$ cat config.mk
export PLATFORM = sky130hd
export DESIGN_NAME = wrr_bus_arbiter
export DESIGN_NICKNAME = d
export VERILOG_FILES = /design/src/rtl/wrr_bus_arbiter.sv
export SDC_FILE = /design/constraint.sdc
export NUM_CORES = 1
export LEC_CHECK = 0
export CAP_MARGIN = 10
export CORE_MARGIN = 2
export CORE_UTILIZATION = 25
export DETAILED_ROUTE_END_ITERATION = 8
export MAX_ROUTING_LAYER = met4
export PLACE_DENSITY_LB_ADDON = 0.08
export SYNTH_ARGS = -nofsm -noshare
export SYNTH_HDL_FRONTEND = slang
export SYNTH_SLANG_ARGS = --single-unit
$ cat constraint.sdc
create_clock -name clk -period 5.7 [get_ports clk]
set_input_delay 1.14 -clock clk [delete_from_list [all_inputs] [get_ports clk]]
set_output_delay 1.14 -clock clk [all_outputs]
set_load 0.03 [all_outputs]
$ cat src/rtl/wrr_bus_arbiter.sv
// Weighted round-robin bus arbiter: registered one-hot grant with a
// runtime-programmable active-master count and per-master burst weights.
module wrr_bus_arbiter #(
  parameter int NUM_MASTERS    = 4,
  parameter int WEIGHT_WIDTH   = 4,
  parameter int DEFAULT_WEIGHT = 1,
  parameter int CFG_ADDR_WIDTH = 5,
  localparam int ID_WIDTH      = (NUM_MASTERS > 1) ? $clog2(NUM_MASTERS) : 1
) (
  input  logic                      clk,
  input  logic                      reset_n,
  input  logic [NUM_MASTERS-1:0]    req,
  output logic [NUM_MASTERS-1:0]    grant,
  output logic                      grant_valid,
  output logic [ID_WIDTH-1:0]       grant_id,
  input  logic                      config_wr,
  input  logic [CFG_ADDR_WIDTH-1:0] config_addr,
  input  logic [7:0]                config_data
);

  localparam int CNT_W = $clog2(NUM_MASTERS + 1);

  typedef enum logic {IDLE, BUSY} state_t;

  state_t                  state, state_nxt;
  logic [ID_WIDTH-1:0]     ptr, ptr_nxt, ptr_eff, winner, grant_id_nxt;
  logic [WEIGHT_WIDTH-1:0] quota, quota_nxt;
  logic [CNT_W-1:0]        num_active;
  logic [WEIGHT_WIDTH-1:0] weight [NUM_MASTERS];
  logic [NUM_MASTERS-1:0]  eligible, grant_nxt;
  logic                    found, hold;
  logic [4:0]              cfg_count;
  logic [WEIGHT_WIDTH-1:0] cfg_weight;
  int                      idx;
  logic                    unused_cfg;

  assign cfg_count  = config_data[4:0];
  assign cfg_weight = config_data[WEIGHT_WIDTH-1:0];
  assign unused_cfg = &{1'b0, config_data};

  // Configuration registers; writes never stall arbitration.
  always_ff @(posedge clk or negedge reset_n) begin
    if (!reset_n) begin
      num_active <= CNT_W'(NUM_MASTERS);
      for (int k = 0; k < NUM_MASTERS; k++)
        weight[k] <= WEIGHT_WIDTH'(DEFAULT_WEIGHT);
    end else if (config_wr) begin
      if (config_addr == '0) begin
        if (cfg_count != 5'd0 && int'(cfg_count) <= NUM_MASTERS)
          num_active <= CNT_W'(cfg_count);
      end
      for (int k = 0; k < NUM_MASTERS; k++) begin
        if (config_addr == CFG_ADDR_WIDTH'(k + 1))
          weight[k] <= (cfg_weight == '0) ? WEIGHT_WIDTH'(1) : cfg_weight;
      end
    end
  end

  // Round-robin search from ptr, wrapping at num_active rather than NUM_MASTERS.
  always_comb begin
    eligible = '0;
    found    = 1'b0;
    winner   = '0;
    idx      = 0;
    for (int i = 0; i < NUM_MASTERS; i++)
      eligible[i] = req[i] && (i < int'(num_active));
    ptr_eff = (int'(ptr) >= int'(num_active)) ? '0 : ptr;
    for (int off = 0; off < NUM_MASTERS; off++) begin
      if (!found && off < int'(num_active)) begin
        idx = int'(ptr_eff) + off;
        if (idx >= int'(num_active))
          idx = idx - int'(num_active);
        if (eligible[idx]) begin
          found  = 1'b1;
          winner = ID_WIDTH'(idx);
        end
      end
    end
  end

  assign hold = (state == BUSY) && eligible[grant_id] && (quota != '0);

  always_comb begin
    state_nxt    = state;
    ptr_nxt      = ptr;
    quota_nxt    = quota;
    grant_nxt    = grant;
    grant_id_nxt = grant_id;
    if (hold) begin
      quota_nxt = quota - 1'b1;
    end else if (found) begin
      state_nxt         = BUSY;
      grant_nxt         = '0;
      grant_nxt[winner] = 1'b1;
      grant_id_nxt      = winner;
      quota_nxt         = weight[winner] - 1'b1;
      ptr_nxt           = (int'(winner) + 1 >= int'(num_active)) ? '0 : winner + 1'b1;
    end else begin
      state_nxt    = IDLE;
      grant_nxt    = '0;
      grant_id_nxt = '0;
      quota_nxt    = '0;
    end
  end

  always_ff @(posedge clk or negedge reset_n) begin
    if (!reset_n) begin
      state       <= IDLE;
      ptr         <= '0;
      quota       <= '0;
      grant       <= '0;
      grant_id    <= '0;
      grant_valid <= 1'b0;
    end else begin
      state       <= state_nxt;
      ptr         <= ptr_nxt;
      quota       <= quota_nxt;
      grant       <= grant_nxt;
      grant_id    <= grant_id_nxt;
      grant_valid <= |grant_nxt;
    end
  end

endmodule

* Word level (Yosys, flattened, before mapping)
Index checks and enable logic that the tools add are counted.
** Word-level totals
- Register bits :: 33
- Input bits :: 20
- Output and inout bits :: 7
- Logic and storage cells :: 124
** Cells by class
- Add/sub/neg operators :: 11
- $lt $le $gt $ge :: 19
- Equality and inequality tests :: 4
- Mux-type cells :: 52
- Bitwise operators :: 2
- Reduce and logical (&&, ||, !) cells :: 25
** Operators by type and width (number)
- 2-to-1 mux 32 bit :: 8
- less-than comparator 32 x 4 -> 1 bit (second input constant) :: 4
- 2-to-1 mux 4 bit :: 7
- 2-to-1 mux 2 bit :: 11
- 2-to-1 mux 1 bit :: 19
- greater-or-equal comparator 3 bit :: 4
- subtractor 3 x 3 -> 4 bit :: 3
- logical AND 1 bit :: 11
- binary-select mux 1 bit (select 2 bit) :: 5
- equality test 5 x 2 -> 1 bit (second input constant) :: 2
- AND reduction 2 bit :: 5
- binary-select mux 4 bit (select 2 bit) :: 1
- subtractor 4 x 1 -> 4 bit (second input constant) :: 2
- adder 2 x 1 -> 3 bit (second input constant) :: 2
- adder 2 x 2 -> 3 bit (second input constant) :: 2
- greater-or-equal comparator 2 x 3 -> 1 bit :: 2
- less-than comparator 1 x 3 -> 1 bit (first input constant) :: 2
- less-than comparator 2 x 3 -> 1 bit (first input constant) :: 2
- less-than comparator 2 x 3 -> 1 bit (second input constant) :: 2
- equality test 5 x 1 -> 1 bit (second input constant) :: 1
- equality test 5 x 3 -> 1 bit (second input constant) :: 1
- less-or-equal comparator 5 x 3 -> 1 bit (second input constant) :: 1
- logical NOT 5 bit :: 1
- nonzero test 5 bit :: 1
- other kinds (12) :: 14

* Logic depth before layout (Yosys ltp)
- Depth after elaboration :: 41
- Gate-level depth with buffers :: 22
- Depth with buffers taken out :: 22

* Worst setup path before layout
Ideal clock, no wire load.
- Path kind :: register to register
- From :: register num_active[1]
- To :: register ptr[0]
- Library setup time :: 0.083 ns
- Data arrival time :: 4.884 ns
- Data required time :: 5.617 ns
- Setup slack :: 0.734 ns
- Stages on the path, launching flop included :: 22
- Buffers on the path :: 0
- Clock period less this slack :: 4.966 ns
- Cell sequence :: dfrtp_1 -> inv_1 -> ha_1 -> nand2b_1 -> o211ai_1 -> ha_1 -> inv_1 -> fa_1 -> nor3b_1 -> nor3_1 -> o21a_1 -> mux2i_1 -> nor3_1 -> nor3_2 -> a221oi_4 -> inv_1 -> ha_1 -> ha_1 -> a21o_1 -> a21oi_1 -> nand3_1 -> o21ai_0
** On the way
- Cells in the longest elaborated chain, start to end :: 22
- Elaborated cells on any way between the ends :: 73
- Classes of those cells :: 9 x add/sub; 10 x order compare; 40 x mux; 1 x bitwise; 13 x reduce/logical
** RTL lines
- from (decl) :: RTL line 28 : logic [CNT_W-1:0] num_active;
- from (signal assigned) :: RTL line 44 : num_active <= CNT_W'(NUM_MASTERS);
- from (signal assigned) :: RTL line 50 : num_active <= CNT_W'(cfg_count);
- parallel branches: the longest is 22 deep, another holds subtractor 3 x 3 -> 4 bit
- to (signal assigned) :: RTL line 116 : ptr <= ptr_nxt;
- to (decl) :: RTL line 26 : logic [ID_WIDTH-1:0] ptr, ptr_nxt, ptr_eff, winner, grant_id_nxt;
Several ways; the timed one is not identified. The select of a mux whose other input is x is not followed.
A chain may end at the register's enable or synchronous reset.

* Final worst setup path
- From :: register ptr[0]
- To :: register quota[1]
** On the way
- Cells in the longest elaborated chain, start to end :: 26
- Elaborated cells on any way between the ends :: 62
- Classes of those cells :: 8 x add/sub; 5 x order compare; 42 x mux; 1 x bitwise; 6 x reduce/logical
** RTL lines
- greater-or-equal comparator 2 x 3 -> 1 bit :: RTL line 67 : ptr_eff = (int'(ptr) >= int'(num_active)) ? '0 : ptr;
- 2-to-1 mux 2 bit (*) :: RTL line 67
- parallel branches: the longest is 22 deep, another holds subtractor 3 x 3 -> 4 bit
- 2-to-1 mux 4 bit (*) :: RTL line 91 : end else if (found) begin
- 2-to-1 mux 4 bit (*) :: RTL line 89 : if (hold) begin
- via quota_nxt[1] :: RTL line 27 : logic [WEIGHT_WIDTH-1:0] quota, quota_nxt;
- to (signal assigned) :: RTL line 117 : quota <= quota_nxt;
- to (decl) :: RTL line 27
Mark *: on every way through the listed nets, which the timed path passes. The select of a mux whose other input is x is not followed.

==> results.py <==
metrics = {
    "sta": {
        "worst_pin_slew_ns": 1.02,
        "period_share": 0.893,
        "slew_violations": 0,
        "setup_viol": 0,
        "tns_ns": 0,
        "maxSlewHeadroom": 0.311,
        "skew_ns": 0.00734,
        "rsz0062_at_grt": "no",
        "finalHoldViolCount": 0,
        "post-route-min-period_ns": 5.09,
        "fmax_ghz": 0.196,
    },
    "power": {
        "peakVddDrop_uv": 189,
        "power_per_cell_area_nw_per_um2": 622,
        "p_leak_nw": 1.35,
    },
    "logic_synthesis": {
        "syn_area_sq_um": 2550,
        "ys.flop_type": "dfrtp_1",
        "yosys.area.top_type": "dfrtp_1",
        "async_flop_share": 1.00,
        "synth_cell_type_count": 57,
        "syn_inst": 261,
        "netlist.area_leader.share": 0.274,
        "synth_edf_count": 0,
        "synth_area_leaders": "dfrtp_1, ha_1, mux2i_1",
        "syn_nets": 306,
        "ys_seq_area_frac": 0.326,
        "synth.most_common_cell": "dfrtp_1",
        "synth.top_cells.by_count": "dfrtp_1, nand2_1, ha_1, mux2i_1, o21ai_0",
        "ys_seq_elements": 33,
        "yosys_warnings": 0,
        "syn_avg_cell_area_sq_um": 9.79,
    },
    "layout": {
        "finalNetCount": 339,
        "fillers": 1027,
        "multi_input_area_sq_um": 1630,
        "final_area_sq_um": 3070,
        "regArea_sq_um": 832,
        "layout-drive-gt1-share": 0.163,
        "syn_to_final_growth_pct": 20.1,
        "final_util": 0.311,
        "num_antenna_cells": 0,
    },
    "run": {
        "maxCapViolCount": 0,
    },
    "setup_path": {
        "end_kind": "flop",
        "critPathMaxStageDelay_ns": 0.46,
        "required_ns": 5.88,
        "worstPathCellList": "inv_1 -> ha_1 -> nor2b_1 -> o211ai_1 -> ha_1 -> inv_1 -> fa_1 -> nor3b_1 -> nor3_1 -> o21a_1 -> mux2i_1 -> nor3_1 -> nor3_2 -> a221oi_4 -> buf_4 -> mux2i_1 -> inv_1 -> ha_1 -> or3_1 -> o21ai_0",
        "worstSetupPathType": "flop to flop",
        "slowest_stage": "ha_1",
        "worstPathArrival_ns": 5.28,
        "cp_max_fo": 8,
        "crit_path_start_kind": "flop",
    },
    "drt": {
        "totalWireLength_um": 6380,
        "vias_per_cell": 4.59,
        "vias": 1963,
        "drt-wirelength-per-cell_um": 14.9,
        "drt_iter0_drc": 68,
        "dr.pass1.iters": 4,
        "drc_errors": 0,
        "ant_nets": 0,
    },
    "cts": {
        "clock_latency_ns": 0.28,
        "ctsResizeCount": 0,
        "cts.sinks": 33,
        "path_clk_slew_ns": 0.07,
        "cts_root_buf": "clkbuf_8",
        "cts_tree": "yes",
        "cts_setup_buffers": 0,
        "htreeDepth": 2,
        "clockBufferDepth": 2,
        "cts_buffers": 5,
        "cts_hold_buf": 0,
    },
    "grt": {
        "antenna_found_initial": 0,
        "grt_usage": 0.127,
        "grt_max_degree": 34,
        "grt_pass1_wl_um": 10800,
        "grt_pass1_vias": 2051,
        "gr-total-overflow": 0,
    },
    "run_status": {
        "outcome": "complete, no violations",
    },
    "placed_design": {
        "dpl_cell_area_sq_um": 2980,
        "dpl.hpwl_um": 4890,
        "gp_congestion": 0.797,
        "numPortBuffers": 23,
    },
    "die": {
        "design.die.area_sq_um": 11000,
        "initial_core_util": 0.259,
        "die_h_um": 105,
        "die_x_um": 105,
        "fp-row-count": 36,
        "coreArea_sq_um": 9860,
        "boundaryPins": 27,
    },
    "hold_path": {
        "hp-class": "flop to flop",
    },
}
## power by group
part	internal [mW]	switching, mW	total, mW
combinational	0.607	0.764	1.37
clock	0.0842	0.0876	0.172
sequential	0.317	0.0481	0.366
total	1.01	0.900	1.91
## sequential cells by signal (all words and copies together) (netlist names)
signal       cells
weight          16
grant            4
quota            4
num_active       3
grant_id         2
ptr              2
grant_valid      1
state            1
## path summary, 6_finish.rpt
| path | start | to | slack, ns | depth (start not counted) |
|---|---|---|---|---|
| max reg2reg | ptr[0] | quota[1] | 0.61 | 20 |
| max | ptr[0] | quota[1] | 0.61 | 20 |
| max in group asynchronous | reset_n | num_active[2] | 4.08 | 2 |
| min reg2reg | weight[8] | weight[8] | 0.48 | 2 |
| min | weight[8] | weight[8] | 0.48 | 2 |
| min in group asynchronous | reset_n | grant[2] | 1.27 | 2 |
## final cells by class
| class | instances | share of cell area |
|---|---|---|
| Timing Repair Buffer | 31 | 0.0946 |
| Inverter | 17 | 0.0208 |
| Multi-Input combinational cell | 206 | 0.531 |
| Tap cell | 133 | 0.0542 |
| Clock inverter | 3 | 0.00571 |
| Sequential cell | 33 | 0.271 |
| Clock buffer | 5 | 0.0224 |
## placed cells by master, fill, tap and decap left out, types with 7 or more instances in the layout
master	n
o21ai_0	17
mux2_2	16
buf_4	8
nand2b_1	8
nand2_1	26
inv_1	16
ha_1	21
a21oi_1	7
dfrtp_1	28
clkdlybuf4s50_1	23
nor2_1	14
mux2i_1	19
## stage by stage
stage / std cells / hold slack, ns / total power [mW] / setup WS (ns)
6_report: 428 / 0.481 / 1.91 / 0.607
5_1_grt: 428 / 0.498 / 2.13 / 0.104
3_5_place_dp: 420 / 0.476 / 1.76 / 0.640
2_1_floorplan: 261 / 0.460 / 1.40 / 0.734
3_3_place_gp: 420 / 0.470 / 1.76 / 0.653
4_1_cts: 428 / 0.488 / 1.94 / 0.583
## logic make-up (layout without fill, tap and decap cells)
logic type | count (synthesis) | count (layout) | share of synthesized area
flops | 33 | 33 | 0.326
simple gates | 77 | 77 | 0.153
fa+ha+maj | 25 | 25 | 0.134
xor+xnor | 3 | 3 | 0.0103
mux | 36 | 36 | 0.151
compound gates | 65 | 65 | 0.190
buf+inv | 22 | 56 | 0.0362
## worst max-delay path: cells and delay by family (launching register included)
family          cells  cell delay, ns
fa+ha+maj           4            1.50
simple gates        6            1.28
compound gates      4            0.86
buf+inv             4            0.53
flops               1            0.42
mux                 2            0.40
## per-layer routing
layer | share of wire | vias up | GRT usage
li1 | - | 1019 | -
met1 | 0.54 | 913 | 0.179
met2 | 0.43 | 26 | 0.191
met3 | 0.025 | 5 | 0.0262
met4 | 0.0045 | 0 | 0.0190
met5 | 0 | - | -
Power figures use the tool's default switching activity.
